<file path="src/rtl/inout_combine_pkg.sv">
// Shared types and helpers for the inout_combine join-and-combine stage.
package inout_combine_pkg;

  localparam int ID_W = 256;

  typedef enum logic [1:0] {
    MODE_OR  = 2'd0,
    MODE_AND = 2'd1,
    MODE_XOR = 2'd2
  } mode_e;

  typedef enum logic [1:0] {
    IDLE  = 2'd0,
    ACCUM = 2'd1,
    HOLD  = 2'd2
  } state_e;

  // Raw mode code 3 is a reserved alias of OR.
  function automatic mode_e to_mode(input logic [1:0] m);
    case (m)
      2'd1:    return MODE_AND;
      2'd2:    return MODE_XOR;
      default: return MODE_OR;
    endcase
  endfunction

  // Identity element of the reduction; callers size-cast down to their width.
  function automatic logic [ID_W-1:0] identity(input mode_e m);
    return (m == MODE_AND) ? '1 : '0;
  endfunction

endpackage

</file>
<file path="src/rtl/inout_combine_reduce.sv">
// Combinational bitwise reduction of the enabled channels of a packed word.
module inout_combine_reduce
  import inout_combine_pkg::*;
#(
  parameter int WIDTH = 8,
  parameter int NCH   = 2
) (
  input  mode_e                  mode,
  input  logic [NCH-1:0]         chan_en,
  input  logic [NCH*WIDTH-1:0]   in_data,
  output logic [WIDTH-1:0]       beat
);

  always_comb begin
    beat = WIDTH'(identity(mode));
    for (int i = 0; i < NCH; i++) begin
      if (chan_en[i]) begin
        case (mode)
          MODE_AND: beat = beat & in_data[i*WIDTH +: WIDTH];
          MODE_XOR: beat = beat ^ in_data[i*WIDTH +: WIDTH];
          default:  beat = beat | in_data[i*WIDTH +: WIDTH];
        endcase
      end
    end
  end

endmodule

</file>
<file path="src/rtl/inout_combine.sv">
// N-channel join, bitwise combine and optional multi-beat accumulation with
// a registered valid/ready result.
module inout_combine
  import inout_combine_pkg::*;
#(
  parameter int  WIDTH   = 8,
  parameter int  NCH     = 2,
  parameter int  ACC_MAX = 16,
  localparam int CW      = $clog2(ACC_MAX + 1)
) (
  input  logic                 clk,
  input  logic                 rst,
  input  logic [1:0]           mode,
  input  logic [NCH-1:0]       chan_en,
  input  logic [CW-1:0]        acc_len,
  input  logic                 flush,
  input  logic [NCH-1:0]       in_valid,
  output logic [NCH-1:0]       in_ready,
  input  logic [NCH*WIDTH-1:0] in_data,
  output logic                 out_valid,
  input  logic                 out_ready,
  output logic [WIDTH-1:0]     out_data,
  output logic [CW-1:0]        out_beats,
  output logic                 busy
);

  state_e           state, state_n;
  logic [WIDTH-1:0] acc_p1, acc_n;
  logic [CW-1:0]    cnt_p1, cnt_n;
  logic [CW-1:0]    tgt_p1, tgt_n;
  mode_e            mode_p1, mode_n;

  logic             join_ok, can_accept, accept;
  logic [CW-1:0]    eff_len, cnt_inc;
  mode_e            beat_mode;
  logic [WIDTH-1:0] beat, folded;

  assign join_ok    = (&(in_valid | ~chan_en)) & (|chan_en);
  assign can_accept = (state != HOLD) | out_ready;
  assign accept     = join_ok & can_accept;
  assign in_ready   = rst ? '0 : (chan_en & {NCH{accept}});

  assign eff_len = (acc_len == '0)             ? CW'(1) :
                   (acc_len > CW'(ACC_MAX))    ? CW'(ACC_MAX) : acc_len;
  assign cnt_inc = cnt_p1 + CW'(1);

  // Mid-group beats use the latched mode; a group's first beat uses the live one.
  assign beat_mode = (state == ACCUM) ? mode_p1 : to_mode(mode);

  inout_combine_reduce #(.WIDTH(WIDTH), .NCH(NCH)) u_beat (
    .mode    (beat_mode),
    .chan_en (chan_en),
    .in_data (in_data),
    .beat    (beat)
  );

  inout_combine_reduce #(.WIDTH(WIDTH), .NCH(2)) u_fold (
    .mode    (mode_p1),
    .chan_en (2'b11),
    .in_data ({beat, acc_p1}),
    .beat    (folded)
  );

  always_comb begin
    state_n = state;
    acc_n   = acc_p1;
    cnt_n   = cnt_p1;
    tgt_n   = tgt_p1;
    mode_n  = mode_p1;
    case (state)
      ACCUM: begin
        if (accept) begin
          acc_n = folded;
          cnt_n = cnt_inc;
          if (cnt_inc == tgt_p1) state_n = HOLD;
        end
        if (flush) state_n = HOLD;
      end
      default: begin
        if (accept) begin
          acc_n   = beat;
          cnt_n   = CW'(1);
          tgt_n   = eff_len;
          mode_n  = to_mode(mode);
          state_n = (eff_len == CW'(1)) ? HOLD : ACCUM;
        end else if (state == HOLD && out_ready) begin
          state_n = IDLE;
        end
      end
    endcase
  end

  // Stage p1: group state, accumulator and the registered result
  always_ff @(posedge clk or posedge rst) begin
    if (rst) begin
      state   <= IDLE;
      acc_p1  <= '0;
      cnt_p1  <= '0;
      tgt_p1  <= '0;
      mode_p1 <= MODE_OR;
    end else begin
      state   <= state_n;
      acc_p1  <= acc_n;
      cnt_p1  <= cnt_n;
      tgt_p1  <= tgt_n;
      mode_p1 <= mode_n;
    end
  end

  assign out_valid = (state == HOLD);
  assign out_data  = acc_p1;
  assign out_beats = cnt_p1;
  assign busy      = (state != IDLE);

endmodule

</file>
<file path="config.mk">
export PLATFORM = sky130hd
export DESIGN_NAME = inout_combine
export DESIGN_NICKNAME = d
export VERILOG_FILES = /design/src/rtl/inout_combine_pkg.sv /design/src/rtl/inout_combine_reduce.sv /design/src/rtl/inout_combine.sv
export SDC_FILE = /design/constraint.sdc
export NUM_CORES = 1
export LEC_CHECK = 0
export CORE_ASPECT_RATIO = 0.5
export CORE_UTILIZATION = 51
export DETAILED_ROUTE_END_ITERATION = 7
export MAX_ROUTING_LAYER = met4
export PLACE_DENSITY = 0.86
export RECOVER_POWER = 25
export SETUP_SLACK_MARGIN = 0.02
export SLEW_MARGIN = 10
export SYNTH_ARGS = -nofsm -noshare
export SYNTH_HDL_FRONTEND = slang
export SYNTH_HIERARCHICAL = 1
export SYNTH_SLANG_ARGS = --single-unit
</file>
<file path="constraint.sdc">
create_clock -name clk -period 4.2 [get_ports clk]
set_input_delay 0.42 -clock clk [delete_from_list [all_inputs] [get_ports clk]]
set_output_delay 0.42 -clock clk [all_outputs]
set_load 0.005 [all_outputs]
</file>
==> results of run 1 <==
-- metrics by stage --
step           setup slack [ns]  cells  area, um^2  utilization  power (W)
2_1_floorplan            0.0229    457        3520            -    0.00197
3_3_place_gp             -0.238    584        4090        0.648    0.00244
3_5_place_dp             -0.326    584        4090        0.648    0.00251
4_1_cts                  0.0819    590        4210        0.667    0.00276
5_1_grt                  -0.119    595        4340        0.688    0.00318
6_report                 0.0366    595        4340        0.688    0.00292
-- repair_timing --
| item | 4_1_cts | 5_1_grt |
|---|---|---|
| pin swaps | 4 | 38 |
| resized for setup | 6 | 20 |
| setup buffers | 3 | 5 |
| endpoints found under the setup margin | 7 | 8 |
| hold buffers | 0 | 0 |
-- state kept, by name, summed over array words and instances, names as in the netlist --
register   cells
out_beats      5
state          2
out_data       8
mode_p1        2
tgt_p1         5
-- logic make-up (layout without fill, tap and decap cells) --
logic type,after synthesis,count (layout)
flip-flops,22,22
other,1,3
buffers and inverters,77,127
adder cells (fa/ha/maj),55,55
XOR/XNOR,4,4
AND/OR/NAND/NOR,159,159
AO/OA/AOI/OAI,135,135
multiplexers,2,2
-- worst max-delay path by stage --
stage | endpoint | slack (ns) | depth (start not counted)
finish | out_data[6] | 0.04 | 20
CTS | out_data[2] | 0.08 | 20
floorplan | out_data[5] | 0.02 | 24
global placement | out_data[2] | -0.24 | 20
global route | out_data[2] | -0.12 | 21
detailed placement | out_data[7] | -0.33 | 20
-- per-layer routing --
layer,wire [um],global-route usage
met4,98,0.0705
met1,4250,0.329
met2,4320,0.463
met5,0,-
met3,598,0.0515
-- synthesized netlist by cell type, types with 2 or more instances --
cell type and number:
a211oi_1 2, a21oi_1 20, a221o_1 16, a22o_1 10, a22o_2 6, a31o_1 10
a31o_2 6, a31oi_1 27, a32oi_1 16, and2_1 2, and3_1 2, buf_1 2
buf_2 11, buf_4 6, buf_6 4, buf_8 2, clkbuf_1 8, clkbuf_2 2
dfrtp_1 22, ha_1 55, inv_1 41, mux2_2 2, nand2_1 82, nand2b_1 9
nand3_1 6, nor2_1 29, nor2b_1 2, nor3_1 3, nor3b_2 4, o211ai_1 3
o21ai_0 12, o21ai_1 2, or2_1 16, xnor2_1 2
-- final cells by class --
class,instances,area share
multi-input combinational,358,0.619
timing repair buffer,82,0.173
sequential,22,0.127
inverter,42,0.0381
tap,88,0.0254
clock buffer,3,0.0173
-- power by group --
| group | leakage, nW | internal [W] | total [W] | switching (W) |
|---|---|---|---|---|
| Clock | 0.0370 | 0.000126 | 0.000206 | 0.0000799 |
| Sequential | 0.270 | 0.000305 | 0.000412 | 0.000107 |
| Combinational | 1.68 | 0.00110 | 0.00230 | 0.00120 |
| Total | 1.99 | 0.00153 | 0.00292 | 0.00139 |
-- critical path: cells and delay by family (launching register included) --
| family | cells | cell delay, ns |
|---|---|---|
| AO/OA/AOI/OAI | 8 | 1.64 |
| AND/OR/NAND/NOR | 6 | 0.93 |
| adder cells (fa/ha/maj) | 4 | 0.93 |
| flip-flops | 1 | 0.38 |
| buffers and inverters | 2 | 0.11 |
==> out/qor.csv, run 1 <==
stage,metric,value,unit
min_path,hold_depth,2,
cts,cts_tree,yes,
logic_synthesis,synth_fa_ha_area_frac,0.198,
critical_path,cp-startpoint,state[1],
power_and_ir_drop,p_per_area,673,mW/mm^2
logic_synthesis,yosysWarnings,6,
grt,grt_start_max_net_pins,35,
layout,fin_nets,595,
layout,insertedDiodeCount,0,
layout,nFillCells,534,
cts,clock_latency,0.26,ns
logic_synthesis,synth_edf_count,0,
logic_synthesis,synth.top_cell.area_share,0.198,
logic_synthesis,synth_compound_area_frac,0.299,
flow_run,maxCapViolCount,0,
timing,finalHoldViolations,0,
floorplanning,die_w,119,um
place,port_buffers,47,
critical_path,rrSetupSlack,0.04,ns
floorplanning,io_pins,48,
floorplanning,die_y,60.3,um
logic_synthesis,syn_area,0.00347,mm^2
critical_path,critical_path_required,4.32,ns
cts,cts_buffer_depth,2,
grt,grt_antenna_before_repair,0,
floorplanning,start_util,0.550,
logic_synthesis,synthCells,455,
detailed_routing,num_vias,3575,
timing,skew,0.00608,ns
logic_synthesis,synthMuxAreaShare,0.00650,
place,hpwl,6260,um
timing,rsz0062_at_grt,yes,
timing,fin_crit_sh,0.991,
logic_synthesis,yosys-top-cells-area,"ha_1, dfrtp_1, nand2_1",
logic_synthesis,synth_top_family_by_area,compound AO/OA/AOI/OAI gates,
critical_path,cp-start-kind,flop,
critical_path,r2r-start,state[1],
cts,clock_tree.root_cell,clkbuf_16,
timing,max_clock_freq,240,MHz
logic_synthesis,ys_async_sr_fraction,1.00,
layout,syn_to_final_growth,25.1,%
critical_path,rr_worst_depth,20,
layout,drive_gt1_frac,0.170,
detailed_routing,initialDrtViolationCount,389,
timing,setup_viol,0,
logic_synthesis,ys_seq_area_frac,0.159,
critical_path,cp_data_arrival_time,4.28,ns
detailed_routing,wl_per_cell,15.6,um
detailed_routing,routed_wl,9270,um
layout,final_cell_mix,"nand2_1, ha_1, clkdlybuf4s50_1, inv_1, buf_4",
layout,layout_commonest_cell,nand2_1,
critical_path,path_max_fanout,8,
critical_path,r2r-end,out_data[6],
critical_path,cp-end-kind,flop,
floorplanning,die_area,0.00715,mm^2
cts,path_clk_slew,0.06,ns
logic_synthesis,synth-seq-cells,22,
place,gp_congestion,0.884,
timing,holdWs,0.505,ns
logic_synthesis,synth_xor_area_frac,0.0123,
timing,relSlewSlack,0.126,
floorplanning,row_count,20,
cts,numClockSinks,22,
logic_synthesis,syn_avg_cell_area,7.62,um^2
timing,tightest_slew,1.31,ns
detailed_routing,first_pass_iters,6,
grt,grt_pass1_vias,3185,
cts,cts_buffers,3,
detailed_routing,drtAntennaViolNets,0,
critical_path,slowest_delay,0.38,ns
grt,grt_use_total,0.269,
timing,period_minus_slack,4.16,ns
grt,grt_overflow,0,
logic_synthesis,synthFlopType,dfrtp_1,
min_path,hold_end,tgt_p1[1],
layout,multi_input_area,0.00268,mm^2
power_and_ir_drop,p_leak,1.99,nW
detailed_routing,viasPerCell,6.01,
min_path,holdCritStartpoint,tgt_p1[1],
layout,regArea,551,um^2
detailed_routing,route.detailed.drc,0,
outcome,status,finished clean,
power_and_ir_drop,vdd_ir_drop_max,0.313,mV
critical_path,crit_slowest_cell,dfrtp_1,
logic_synthesis,synth_cell_types,47,
timing,setup_tns,0,ns
critical_path,criticalPathCategory,flop to flop,
logic_synthesis,synth-simple-area-share,0.214,
timing,slew_viol_final,0,
cts,htree_num_levels,1,
critical_path,path_cells,and2b_4 > nand2_2 > o21ai_4 > ha_4 > inv_8 > ha_1 > a22o_1 > or2_1 > a31oi_1 > ha_1 > a221o_1 > a32oi_2 > nand2_2 > inv_2 > ha_1 > a221o_1 > a32oi_1 > nand2_1 > nand2_2 > a31oi_2,
min_path,worstHoldPathType,flop to flop,
floorplanning,core-area,0.00631,mm^2
grt,grt_pass1_wl,15000,um
logic_synthesis,yosysTopAreaCell,ha_1,
Power figures use the tool's default switching activity.
==> inputs of run 2 (changes only) <==
- CORE_UTILIZATION: 51 -> 55
- PLACE_DENSITY: 0.86 -> 0.88
- SETUP_SLACK_MARGIN: 0.02 -> 0.2
- clock period: 4.2 -> 5.2 ns (I/O delays scaled with it)
==> out/qor.csv, run 2 (synthesis results as in run 1) <==
stage,metric,value,unit
layout,post-route-util,0.657,
critical_path,path_max_fanout,8,
floorplanning,row_count,20,
critical_path,crit_slowest_cell,clkdlybuf4s50_1,
power_and_ir_drop,p_per_area,553,mW/mm^2
outcome,status,finished clean,
critical_path,critical_path_required,5.32,ns
min_path,holdCritStartpoint,tgt_p1[2],
timing,setup_tns,0,ns
critical_path,r2r-start,state[1],
timing,relSlewSlack,0.150,
timing,fin_crit_sh,0.902,
floorplanning,die_area,0.00664,mm^2
cts,cts_buffer_depth,2,
detailed_routing,initialDrtViolationCount,298,
layout,drive_gt1_frac,0.0752,
floorplanning,die_y,58.1,um
floorplanning,io_pins,48,
critical_path,criticalPathCategory,input port to flop,
cts,htree_num_levels,1,
grt,grt_antenna_before_repair,0,
grt,grt_use_total,0.281,
detailed_routing,routed_wl,8910,um
critical_path,path_cells,clkdlybuf4s50_1 > nand2b_1 > o21ai_0 > inv_1 > ha_1 > inv_2 > ha_1 > a22o_2 > or2_1 > a31o_2 > ha_1 > a221o_1 > a32oi_1 > nand2_1 > inv_1 > ha_1 > a221o_1 > a32oi_1 > nand2_1 > nand2_1 > a31oi_1,
critical_path,slowest_delay,0.42,ns
layout,multi_input_area,0.00254,mm^2
timing,period_minus_slack,4.69,ns
grt,grt_start_max_net_pins,35,
cts,cts_tree,yes,
place,gp_congestion,0.877,
power_and_ir_drop,p_total,0.00221,W
detailed_routing,route.detailed.drc,0,
place,hpwl,6150,um
floorplanning,die_w,114,um
critical_path,cp-end-kind,flop,
critical_path,crit_family,compound AO/OA/AOI/OAI gates,
layout,fin_nets,566,
critical_path,cp-startpoint,mode[0],
layout,nFillCells,519,
timing,slew_viol_final,0,
power_and_ir_drop,vdd_ir_drop_max,0.284,mV
cts,path_clk_slew,0.06,ns
critical_path,crit_path_frequent_cell,ha_1,
timing,finalHoldViolations,0,
layout,insertedDiodeCount,0,
min_path,worstHoldPathType,flop to flop,
cts,clock_latency,0.25,ns
timing,skew,0.00118,ns
layout,syn_to_final_growth,15.2,%
critical_path,cp-start-kind,input port,
floorplanning,core-area,0.00608,mm^2
timing,max_clock_freq,213,MHz
cts,clock_tree.root_cell,clkbuf_16,
grt,grt_overflow,0,
flow_run,maxCapViolCount,0,
cts,cts_buffers,3,
detailed_routing,first_pass_iters,6,
critical_path,critPathBufInv,4,
cts,ctsHoldBuffers,0,
detailed_routing,drtAntennaViolNets,0,
power_and_ir_drop,p_leak,1.81,nW
timing,setup_viol,0,
layout,layout_commonest_cell,nand2_1,
layout,final_cell_mix,"nand2_1, ha_1, clkdlybuf4s50_1, inv_1, nor2_1",
grt,grt_pass1_wl,14500,um
floorplanning,start_util,0.570,
timing,tightest_slew,1.28,ns
timing,rsz0062_at_grt,no,
place,port_buffers,47,
grt,grt_pass1_vias,3273,
detailed_routing,viasPerCell,6.09,
cts,numClockSinks,22,
layout,fin_cells,567,
critical_path,cp_data_arrival_time,4.81,ns
place,dp_cells,563,
detailed_routing,num_vias,3453,
detailed_routing,wl_per_cell,15.7,um
layout,regArea,552,um^2
layout,largest_reg_flops,8,
[run 2: cell count changes in the layout (fill, tap and decap cells not counted), sizes merged]
| cell | delta |
|---|---|
| bufinv | +1 |
| dlygate4sd2 | -2 |
| buf | -29 |
| clkdlybuf4s50 | +2 |
[run 2: path summary, 6_finish.rpt]
check / to / slack [ns] / cells past startpoint
max in group asynchronous: state[0] / 3.24 / 3
hold / removal: tgt_p1[2] / 0.52 / 2
min in group asynchronous: tgt_p1[0] / 1.12 / 3
setup reg to reg: out_data[0] / 0.55 / 20
hold reg to reg: tgt_p1[2] / 0.52 / 2
setup / recovery: out_data[0] / 0.51 / 21
[run 2: final cells by class]
class / count / share of cell area
inverters: 42 / 0.0395
repair buffers: 53 / 0.131
well taps: 88 / 0.0276
multi-input cells: 358 / 0.637
flip-flops and latches: 22 / 0.138
clock inverters: 1 / 0.00752
clock buffers: 3 / 0.0188
[run 2: layer usage]
metal,track usage,up-vias,share of wire
met5,-,-,0
met3,0.0471,14,0.075
met2,0.496,148,0.48
met1,0.340,1621,0.44
met4,0.0631,0,0.010
li1,-,1670,-
[run 2: through the flow]
| step | hold slack (ns) | instance area [um^2] | worst slack, ns |
|---|---|---|---|
| floorplan | 0.461 | 3470 | 0.536 |
| global placement | 0.479 | 3890 | 0.360 |
| detailed placement | 0.511 | 3890 | 0.174 |
| CTS | 0.523 | 4000 | 0.420 |
| global route | 0.558 | 3990 | 0.282 |
| finish | 0.520 | 3990 | 0.510 |
[run 2: repair_timing]
item | 4_1_cts | 5_1_grt
hold endpoints to repair | 0 | 0
setup buffers | 0 | 0
resized for setup | 0 | 3
endpoints found under the setup margin | 0 | 7
[run 2: worst register-to-register path, cell delays in order, from the launching register on]
cell	delay [ns]
dfrtp_1	0.46
and2b_1	0.30
o21ai_0	0.27
inv_1	0.10
ha_1	0.23
inv_2	0.16
ha_1	0.26
a22o_2	0.26
or2_1	0.23
a31o_2	0.24
ha_1	0.18
a221o_1	0.32
a32oi_1	0.20
nand2_1	0.14
inv_1	0.08
ha_1	0.23
a221o_1	0.31
a32oi_1	0.27
nand2_1	0.11
nand2_1	0.08
a31oi_1	0.09
[run 2: power by group]
| part | internal [W] | leakage [nW] | total [W] | switching [W] |
|---|---|---|---|---|
| Clock | 0.000153 | 0.0511 | 0.000217 | 0.0000637 |
| Combinational | 0.000741 | 1.49 | 0.00164 | 0.000901 |
| Sequential | 0.000247 | 0.269 | 0.000349 | 0.000102 |
| Total | 0.00114 | 1.81 | 0.00221 | 0.00107 |
==> inputs of run 3 (changes only) <==
- CORE_MARGIN: unset -> 3
==> out/qor.csv, run 3 (synthesis results as in run 1) <==
stage,metric,value,unit
cts,clock_latency,0.26,ns
grt,grt_overflow,0,
critical_path,path_max_fanout,8,
timing,tightest_slew,1.09,ns
layout,layout_commonest_cell,nand2_1,
layout,syn_to_final_growth,14.5,%
critical_path,crit_path_frequent_cell,ha_1,
layout,largest_reg_flops,8,
grt,grt_pass1_wl,15100,um
critical_path,critical_path_required,5.32,ns
critical_path,crit_family,compound AO/OA/AOI/OAI gates,
floorplanning,start_util,0.600,
critical_path,slowest_delay,0.46,ns
grt,grt_pass1_vias,3237,
layout,insertedDiodeCount,0,
power_and_ir_drop,p_leak,1.81,nW
place,port_buffers,47,
floorplanning,io_pins,48,
grt,grt_start_max_net_pins,35,
cts,cts_buffer_depth,2,
detailed_routing,first_pass_iters,6,
floorplanning,die_area,0.00735,mm^2
critical_path,cp-startpoint,state[1],
timing,rsz0062_at_grt,no,
grt,grt_antenna_before_repair,0,
place,hpwl,6380,um
detailed_routing,initialDrtViolationCount,402,
critical_path,r2r-start,state[1],
timing,finalHoldViolations,0,
detailed_routing,routed_wl,8920,um
place,preCtsSetupSlack,0.282,ns
outcome,status,finished clean,
detailed_routing,route.detailed.drc,0,
grt,grt.busiest_layer,met2,
cts,clock_tree.root_cell,clkbuf_16,
critical_path,cp_data_arrival_time,4.76,ns
timing,max_clock_freq,216,MHz
cts,ctsHoldBuffers,0,
cts,postCtsSetupBuffers,0,
critical_path,criticalPathCategory,flop to flop,
grt,met3_usage,0.0326,
layout,fin_nets,567,
place,dp_cells,560,
timing,setup_tns,0,ns
timing,skew,0.00302,ns
detailed_routing,drtAntennaViolNets,0,
grt,grt_util_met2,0.420,
place,gp_congestion,0.897,
timing,slew_viol_final,0,
detailed_routing,num_vias,3430,
timing,relSlewSlack,0.270,
detailed_routing,wl_per_cell,15.8,um
cts,cts_resized,0,
critical_path,cp-start-kind,flop,
layout,final_cell_mix,"nand2_1, ha_1, clkdlybuf4s50_1, inv_1, nor2_1",
layout,drive_gt1_frac,0.0792,
min_path,holdCritStartpoint,tgt_p1[1],
cts,cts_tree,yes,
power_and_ir_drop,p_per_area,540,mW/mm^2
floorplanning,row_count,19,
layout,fin_cells,564,
cts,cts_buffers,3,
min_path,worstHoldPathType,flop to flop,
critical_path,critPathBufInv,3,
grt,use_met1,0.319,
critical_path,cp-end-kind,flop,
power_and_ir_drop,vdd_ir_drop_max,0.292,mV
flow_run,maxCapViolCount,0,
floorplanning,die_y,62.1,um
detailed_routing,viasPerCell,6.08,
cts,path_clk_slew,0.07,ns
layout,post-route-util,0.687,
floorplanning,die_w,118,um
timing,setup_viol,0,
timing,period_minus_slack,4.64,ns
timing,fin_crit_sh,0.891,
critical_path,rrSetupSlack,0.56,ns
cts,htree_num_levels,1,
critical_path,crit_slowest_cell,dfrtp_1,
cts,numClockSinks,22,
timing,fin_ws,0.565,ns
grt,grt_use_total,0.247,
critical_path,path_cells,and2b_1 > o21ai_0 > inv_1 > ha_1 > inv_2 > ha_1 > a22o_2 > or2_1 > a31oi_1 > ha_1 > a221o_1 > a32oi_1 > nand2_1 > inv_1 > ha_1 > a221o_1 > a32oi_1 > nand2_1 > nand2_1 > a31oi_1,
floorplanning,core-area,0.00578,mm^2
==> run 3: cell types whose count changed in the layout (fill, tap and decap cells not counted), sizes merged <==
| cell | previous run | this run |
|---|---|---|
| bufinv | 1 | 0 |
| buf | 5 | 7 |
==> run 3: tightest hold or removal path, delay by kind of cell, from the launching register on <==
kind,cells,cell delay (ns)
simple gates,1,0.05
compound gates,1,0.06
flops,1,0.36
==> run 3: per-layer routing <==
layer / vias to the layer above / share of wire
met5: - / 0
met2: 138 / 0.47
met1: 1611 / 0.44
met3: 13 / 0.077
li1: 1668 / -
met4: 0 / 0.011
==> run 3: cell type report <==
type                    instances  area [um^2]
inverters                      42          158
multi-input cells             358         2540
flip-flops and latches         22          552
clock buffers                   4         88.8
fillers                       472         1810
well taps                      84          105
repair buffers                 54          523
==> run 3: path summary, 6_finish.rpt <==
path                          endpoint  cells past startpoint
max                        out_data[2]                     20
min                          tgt_p1[1]                      2
max reg2reg                out_data[2]                     20
min reg2reg                  tgt_p1[1]                      2
max in group asynchronous     state[0]                      2
min in group asynchronous   mode_p1[0]                      2
==> run 3: power breakdown <==
part           switching (W)  total (W)  internal, W
clock              0.0000681   0.000186     0.000118
sequential         0.0000947   0.000342     0.000247
combinational       0.000882    0.00162     0.000735
total                0.00104    0.00214      0.00110
==> run 3: metrics by stage <==
step	instance area, um^2	hold WS, ns	total power, W
2_1_floorplan	3470	0.461	0.00156
3_3_place_gp	3880	0.479	0.00185
3_5_place_dp	3880	0.500	0.00192
4_1_cts	3970	0.513	0.00211
5_1_grt	3970	0.545	0.00238
6_report	3970	0.511	0.00214
